File: config.mk
export PLATFORM = sky130hd
export DESIGN_NAME = fb_read_arbiter
export DESIGN_NICKNAME = d
export VERILOG_FILES = /design/src/rtl/fb_arb_pkg.sv /design/src/rtl/fb_tag_pipe.sv /design/src/rtl/fb_read_arbiter.sv
export SDC_FILE = /design/constraint.sdc
export NUM_CORES = 1
export LEC_CHECK = 0
export BUFFER_PORTS_ARGS = -buffer_cell sky130_fd_sc_hd__buf_2
export CORE_UTILIZATION = 40
export DETAILED_ROUTE_END_ITERATION = 8
export PLACE_DENSITY = 0.73
export SYNTH_ARGS = -nofsm -noshare
export SYNTH_HDL_FRONTEND = slang
export SYNTH_SLANG_ARGS = --single-unit
export TNS_END_PERCENT = 100
File: constraint.sdc
create_clock -name clk -period 4.5 [get_ports clk]
set_clock_uncertainty 0.15 [all_clocks]
set_input_delay 0.9 -clock clk [delete_from_list [all_inputs] [get_ports clk]]
set_output_delay 0.9 -clock clk [all_outputs]
set_load 0.03 [all_outputs]
File: src/rtl/fb_arb_pkg.sv
// Shared types and widths for the frame-buffer read-port arbiter.
// Used by the arbiter top and by its tag pipe.
package fb_arb_pkg;

  localparam int FB_ADDR_W = 21;
  localparam int FB_DATA_W = 8;

  typedef enum logic [1:0] {ARB_RUN, ARB_DRAIN, ARB_HALT} arb_state_t;

  typedef enum logic {OWN_VGA, OWN_BLT} owner_t;

  typedef struct packed {
    logic   valid;
    owner_t owner;
  } tag_t;

endpackage

File: src/rtl/fb_tag_pipe.sv
// Shift register of {valid, owner} tags that follows every issued read
// through the fixed port latency so returned data can be steered.
module fb_tag_pipe
  import fb_arb_pkg::*;
#(
  parameter int DEPTH = 3
) (
  input  logic   clk,
  input  logic   rst_n,
  input  logic   push_valid,
  input  owner_t push_owner,
  output logic   out_valid,
  output owner_t out_owner,
  output logic   empty
);

  logic [DEPTH-1:0] valid_vec;
  tag_t             tail_tag;

  genvar gi;
  generate
    for (gi = 0; gi < DEPTH; gi++) begin : stage
      tag_t stage_reg;

      always_ff @(posedge clk or negedge rst_n) begin
        if (!rst_n) begin
          stage_reg <= '{valid: 1'b0, owner: OWN_VGA};
        end else if (gi == 0) begin
          stage_reg <= '{valid: push_valid, owner: push_owner};
        end else begin
          stage_reg <= stage[(gi > 0) ? gi - 1 : 0].stage_reg;
        end
      end

      assign valid_vec[gi] = stage_reg.valid;
    end
  endgenerate

  assign tail_tag  = stage[DEPTH-1].stage_reg;
  assign out_valid = tail_tag.valid;
  assign out_owner = tail_tag.owner;

  // High when nothing will still be in flight after this cycle: the tail
  // stage may be delivering now, but no earlier stage and no new push holds a read.
  assign empty = !push_valid && !(|valid_vec[DEPTH-2:0]);

endmodule

File: src/rtl/fb_read_arbiter.sv
// Two-requester arbiter for the single frame-buffer read port: VGA prefetch
// has priority, the tile/sprite composer gets a forced win after STARVE_MAX losses.
module fb_read_arbiter
  import fb_arb_pkg::*;
#(
  parameter int ADDR_W     = FB_ADDR_W,
  parameter int DATA_W     = FB_DATA_W,
  parameter int RD_LAT     = 2,
  parameter int STARVE_MAX = 8
) (
  input  logic              clk,
  input  logic              rst_n,
  input  logic              enable,
  output logic              drained,
  input  logic              vga_req,
  input  logic [ADDR_W-1:0] vga_addr,
  output logic              vga_gnt,
  output logic              vga_rvalid,
  output logic [DATA_W-1:0] vga_rdata,
  input  logic              blt_req,
  input  logic [ADDR_W-1:0] blt_addr,
  output logic              blt_gnt,
  output logic              blt_rvalid,
  output logic [DATA_W-1:0] blt_rdata,
  output logic [ADDR_W-1:0] fb_addr,
  output logic              fb_rd,
  input  logic [DATA_W-1:0] fb_rdata,
  output logic [3:0]        starve_cnt
);

  localparam logic [3:0] STARVE_LIM = 4'(STARVE_MAX);

  arb_state_t state;
  logic       grant_ok;
  logic       blt_wins;
  logic       any_gnt;
  owner_t     push_owner;
  logic       tag_valid;
  owner_t     tag_owner;
  logic       pipe_empty;

  // enable is looked at directly so a request in the cycle enable falls is refused.
  assign grant_ok   = rst_n && (state == ARB_RUN) && enable;
  assign blt_wins   = blt_req && (!vga_req || (starve_cnt == STARVE_LIM));
  assign vga_gnt    = grant_ok && vga_req && !blt_wins;
  assign blt_gnt    = grant_ok && blt_wins;
  assign any_gnt    = vga_gnt || blt_gnt;
  assign push_owner = blt_gnt ? OWN_BLT : OWN_VGA;

  fb_tag_pipe #(
    .DEPTH(RD_LAT + 1)
  ) u_tag_pipe (
    .clk        (clk),
    .rst_n      (rst_n),
    .push_valid (any_gnt),
    .push_owner (push_owner),
    .out_valid  (tag_valid),
    .out_owner  (tag_owner),
    .empty      (pipe_empty)
  );

  assign vga_rvalid = tag_valid && (tag_owner == OWN_VGA);
  assign blt_rvalid = tag_valid && (tag_owner == OWN_BLT);
  assign vga_rdata  = vga_rvalid ? fb_rdata : '0;
  assign blt_rdata  = blt_rvalid ? fb_rdata : '0;

  always_ff @(posedge clk or negedge rst_n) begin
    if (!rst_n) begin
      fb_rd      <= 1'b0;
      fb_addr    <= '0;
      starve_cnt <= '0;
    end else begin
      fb_rd <= any_gnt;
      if (vga_gnt) begin
        fb_addr <= vga_addr;
      end else if (blt_gnt) begin
        fb_addr <= blt_addr;
      end
      if (!blt_req || blt_gnt) begin
        starve_cnt <= '0;
      end else if (vga_gnt && (starve_cnt != STARVE_LIM)) begin
        starve_cnt <= starve_cnt + 4'd1;
      end
    end
  end

  always_ff @(posedge clk or negedge rst_n) begin
    if (!rst_n) begin
      state   <= ARB_RUN;
      drained <= 1'b0;
    end else begin
      case (state)
        ARB_RUN: begin
          if (!enable) begin
            state <= ARB_DRAIN;
          end
        end
        ARB_DRAIN: begin
          if (enable) begin
            state <= ARB_RUN;
          end else if (pipe_empty) begin
            state   <= ARB_HALT;
            drained <= 1'b1;
          end
        end
        ARB_HALT: begin
          if (enable) begin
            state   <= ARB_RUN;
            drained <= 1'b0;
          end
        end
        default: begin
          state   <= ARB_RUN;
          drained <= 1'b0;
        end
      endcase
    end
  end

endmodule

==> metrics.cfg, run 1 <==
[grt]
overflow=0
grt_pass1_vias=1825
grt_usage=0.212
grt_antenna_before_repair=0
grt_pass1_wl_mm=8.38
grt_max_degree=36

[final_layout]
diodes=0
drive_gt1_frac=0.398
layout.nets=345
area_growth_pct=30.0
largest_register_ffs=21
final_cells=341

[synth]
syn_inst=194
synth_cell_type_count=31
avgSynthCellArea_um2=9.75
ys.flop_type=dfrtp_1
yosys_warnings=0
synth_async_sr_flop_share=1.00
syn_nets=251
synth.top_cell.area_share=0.450
yosys-top-cells-area=dfrtp_1 45%, a221o_1 11%, and3_1 9.6%
synth_seq_area_share=0.450
yosysTopAreaCell=dfrtp_1
synth-edff-count=0
synth_seq_cells=34
netlist_area_um2=1890

[status]
violations=design-rule violations
status=complete, but fails checks

[power]
power_leakage_uw=0.00138
power_uw=1070
p_per_area_nw_per_um2=436
ir_worst_vdd_v=0.000186

[cts]
post_cts_resized=0
cts_tree=done
clock-sinks=34
cts_max_path_buffers=2
clkTransAtPathRegs_ns=0.07
hold_buffers=0
cts_setup_buffers=0
cts_root_buf=clkbuf_8
clkLatencyLatePin_ns=0.28
htree_levels=2
cts_buffers=5

[sta]
rsz0062_at_grt=no
setup_viol=0
maxSlewViolCount=0
fmax_ghz=0.302
tns_ns=0
layout_min_cycle_time_ns=3.31
slew_headroom=0.570
hold_viol=0
worst_pin_slew_ns=0.644
fin_crit_sh=0.736

[worst_setup_path]
worstPathArrival_ns=2.26
end_kind=primary output
required_ns=3.45
critPathMaxFanout=22
startpoint_type=primary input
critPathKind=in -> out

[placed_design]
port_buffers=101
hpwl_mm=3.51
place_inst=333
routabilityCongestion=0.810

[job]
cap_violations=0

[drt]
top_layer_used=met4
post-route-drc-count=12
met2WireLength_mm=2.39
vias=1851
wl_mm=4.93
wl_per_cell_um=14.5
wl_met3_um=300
met1_length_mm=2.16
avgViaCountPerCell=5.43
drt_iter0_markers=175
ant_nets=0
dr.pass1.iters=8

[floorplanning]
core-area_um2=4440
die_height_um=70.8
io-pin-count=102
row_count=24
die_x_um=70.8
initial_core_util=0.425
die_area_um2=5010

[worst_hold_path]
hp-class=reg -> reg

## through the flow
step                hold slack, ns  setup slack (ns)  area [um2]   util
floorplan                    0.181              1.54        1890      -
global placement             0.182              1.21        2360  0.532
detailed placement           0.186              1.18        2360  0.532
CTS                          0.206              1.17        2460  0.553
global route                 0.219              1.01        2460  0.553
finish                       0.202              1.19        2460  0.553
## cells in the final DEF, fill, tap and decap left out, types with 2 or more instances in the layout
cell type,instances
nand3_1,2
clkbuf_8,6
a21boi_0,3
ha_1,2
buf_2,101
nor3_1,22
nor2b_1,3
and3_1,29
mux2i_1,2
nand2_1,25
buf_4,4
and2_1,9
nor2_1,2
nand4_1,3
dfrtp_1,34
inv_1,5
a221o_1,21
## cell type report
cell class / count / area [um2]
sequential: 34 / 851
multi-input combinational: 137 / 893
timing repair buffer: 105 / 536
inverter: 5 / 18.8
clock buffer: 6 / 82.6
fill: 440 / 1990
clock inverter: 2 / 12.5
tap: 52 / 65.1
## worst paths after layout
check                                              endpoint                             start  slack [ns]  depth (start not counted)
max                                                 vga_gnt                            enable        1.19                          6
min                                    u_tag_pipe.out_owner  u_tag_pipe.stage[1].stage_reg[0]        0.20                          0
max reg2reg                                      fb_addr[3]                          state[1]        2.30                          4
min reg2reg                            u_tag_pipe.out_owner  u_tag_pipe.stage[1].stage_reg[0]        0.20                          0
max in group asynchronous  u_tag_pipe.stage[0].stage_reg[1]                             rst_n        3.34                          2
min in group asynchronous                        fb_addr[1]                             rst_n        0.53                          2
## power breakdown
part           internal, uW  switching (uW)  total [uW]
Clock                   123             113         236
Sequential              382            49.0         431
Combinational           148             256         404
## metal layers
| metal | GRT usage | vias up |
|---|---|---|
| met4 | 0.0733 | 0 |
| met5 | 0 | - |
| met2 | 0.349 | 62 |
| met1 | 0.274 | 875 |
| li1 | - | 905 |
| met3 | 0.0499 | 9 |
## synthesized netlist by cell type (3+ instances only)
cell / instances
nor2b_1: 3
a21boi_0: 3
nand2_1: 25
dfrtp_1: 34
clkbuf_1: 5
buf_6: 7
nand4_1: 3
and3_1: 29
inv_1: 5
nor3_1: 22
a221o_1: 21
buf_2: 6
and2_1: 9
## cell families (layout without fill, tap and decap cells)
family | after synthesis | after routing | synth area share
AO/OA/AOI/OAI | 30 | 30 | 0.144
multiplexers | 2 | 2 | 0.0106
buffers and inverters | 23 | 118 | 0.0774
adder cells (fa/ha/maj) | 2 | 2 | 0.0132
AND/OR/NAND/NOR | 103 | 103 | 0.305
flip-flops | 34 | 34 | 0.450
## critical path, cell delays in order
cell and delay [ns]:
buf_2 0.13, and4bb_1 0.39, buf_4 0.28, nand3b_4 0.25
inv_1 0.10, buf_2 0.20
Power figures use the tool's default switching activity.
==> run 2: changes to the inputs <==
--- a/config.mk
+++ b/config.mk
@@ -8,7 +8,7 @@
 export BUFFER_PORTS_ARGS = -buffer_cell sky130_fd_sc_hd__buf_2
 export CORE_UTILIZATION = 40
 export DETAILED_ROUTE_END_ITERATION = 8
-export PLACE_DENSITY = 0.73
+export PLACE_DENSITY = 0.76
 export SYNTH_ARGS = -nofsm -noshare
 export SYNTH_HDL_FRONTEND = slang
 export SYNTH_SLANG_ARGS = --single-unit
==> constraint.sdc (replaced) <==
create_clock -name clk -period 2.7 [get_ports clk]
set_clock_uncertainty 0.15 [all_clocks]
set_input_delay 0.54 -clock clk [delete_from_list [all_inputs] [get_ports clk]]
set_output_delay 0.54 -clock clk [all_outputs]
set_load 0.03 [all_outputs]
==> metrics.cfg, run 2 (synthesized netlist as in run 1, its figures left out) <==
[grt]
grt_pass1_vias=1819  ; -0.33%
grt_pass1_wl_mm=8.25  ; -1.6%
grt_usage=0.210  ; -0.00148
overflow=0  ; unchanged
grt_max_degree=36  ; unchanged
grt_antenna_before_repair=0  ; unchanged
grt_busiest_layer=met2
grt_util_met2=0.346  ; -0.00321
met3_usage=0.0470  ; -0.00285
grtUsageMet1=0.251  ; -0.0229

[final_layout]
final_cell_mix=101 x buf_2, 34 x dfrtp_1, 29 x and3_1
final_cells=346  ; +1.5%
diodes=0  ; unchanged
layout.nets=350  ; +1.4%
area_growth_pct=34.3
final_common_cell=buf_2
drive_gt1_frac=0.408  ; +0.0102
largest_register_ffs=21  ; unchanged
fillerInstances=435  ; -1.1%

[placed_design]
port_buffers=101  ; unchanged
place_inst=338  ; +1.5%
pre_cts_slack_ns=0.432  ; -0.744 ns
routabilityCongestion=0.833  ; +2.8%
hpwl_mm=3.70  ; +5.6%

[status]
status=complete, but fails checks
violations=design-rule violations

[sta]
rsz0062_at_grt=no
whs_ns=0.136  ; -0.0653 ns
slew_headroom=0.706  ; +0.135
setup_viol=0  ; unchanged
layout_setup_ws_ns=0.273  ; -0.915 ns
hold_viol=0  ; unchanged
worst_pin_slew_ns=0.440  ; -0.204 ns
fin_crit_sh=0.899
tns_ns=0  ; unchanged
maxSlewViolCount=0  ; unchanged
layout_min_cycle_time_ns=2.43
fmax_ghz=0.412

[drt]
vias=1949  ; +5.3%
dr.pass1.iters=7  ; -1
drt_iter0_markers=162  ; -7.4%
wl_mm=5.14  ; +4.2%
wl_per_cell_um=14.9  ; +2.7%
ant_nets=0  ; unchanged
avgViaCountPerCell=5.63  ; +3.8%
post-route-drc-count=16  ; +4

[power]
switching_power_uw=720  ; +72%
swShare=0.364  ; -0.0266
ir_worst_vdd_v=0.000389  ; +110%
pwr-share-comb=0.347  ; -0.030
clockPowerShare=0.288  ; +0.068
power_leakage_uw=0.00143  ; +3.2%
power_uw=1980  ; +85%
internal_power_uw=1260  ; +93%
power_frac_seq=0.366  ; -0.037
p_per_area_nw_per_um2=780  ; +79%

[cts]
clkLatencyLatePin_ns=0.29  ; about the same
post_cts_resized=0  ; unchanged
cts_root_buf=clkbuf_8
clkTransAtPathRegs_ns=0.08  ; about the same
hold_buffers=0  ; unchanged
cts_max_path_buffers=2  ; unchanged
cts_setup_buffers=0  ; unchanged
clock-sinks=34  ; unchanged
cts_tree=done
htree_levels=2  ; unchanged
cts_buffers=5  ; unchanged

[worst_setup_path]
startpoint_type=flip-flop
critPathMaxFanout=9  ; -59%
end_kind=primary output
worstPathArrival_ns=1.74  ; -0.52 ns
critPathKind=reg -> out
required_ns=2.01  ; -1.44 ns
startpoint=state[1]
r2r-start=state[1]

[floorplanning]
initial_core_util=0.425  ; unchanged
die_height_um=70.8  ; unchanged
row_count=24  ; unchanged
die_x_um=70.8  ; unchanged
die_area_um2=5010  ; unchanged
io-pin-count=102  ; unchanged
core-area_um2=4440  ; unchanged

[worst_hold_path]
hp-class=in -> async

[job]
cap_violations=0  ; unchanged

[run 2: changes by cell type in the layout (fill, tap and decap cells not counted)]
cell	before	now
buf_4	4	9
bufinv_16	0	2
clkbuf_8	6	5
clkinv_2	1	0
clkinv_4	0	1
clkinvlp_4	1	0
[run 2: stage by stage]
stage / area (um2) / util
floorplan: 1890 / -
global placement: 2400 / 0.540
detailed placement: 2400 / 0.540
CTS: 2540 / 0.571
global route: 2540 / 0.571
finish: 2540 / 0.571
[run 2: per-layer routing]
| layer | vias to the layer above | share of wire |
|---|---|---|
| li1 | 912 | - |
| met1 | 902 | 0.42 |
| met2 | 115 | 0.47 |
| met3 | 20 | 0.073 |
| met4 | 0 | 0.040 |
| met5 | - | 0 |
[run 2: critical path, stage by stage (launching register included)]
cell and delay (ns):
dfrtp_1 0.44, and4bb_1 0.52, nand2_1 0.10, a21oi_1 0.16, buf_2 0.23
[run 2: final cells by class]
class / count / area, um2 / share of cell area
sequential: 34 / 851 / 0.335
clock buffer: 5 / 68.8 / 0.0271
tap: 52 / 65.1 / 0.0256
timing repair buffer: 110 / 573 / 0.226
inverter: 5 / 18.8 / 0.00739
multi-input combinational: 137 / 893 / 0.352
clock inverter: 3 / 68.8 / 0.0271
[run 2: worst paths after layout]
path / depth (start not counted) / endpoint / slack (ns)
setup / recovery: 4 / blt_gnt / 0.27
hold / removal: 2 / fb_addr[3] / 0.14
setup reg to reg: 4 / fb_addr[18] / 0.56
hold reg to reg: 0 / u_tag_pipe.out_owner / 0.20
max in group asynchronous: 2 / fb_addr[18] / 1.94
min in group clk: 0 / u_tag_pipe.out_owner / 0.20
[run 2: power groups by stage]
stage          logic, uW  registers [uW]  clock network, uW
2_1_floorplan        228             961                  0
3_3_place_gp         673             729                  0
3_5_place_dp         692             728                  0
4_1_cts              689             725                578
5_1_grt              724             741                599
6_report             686             724                570
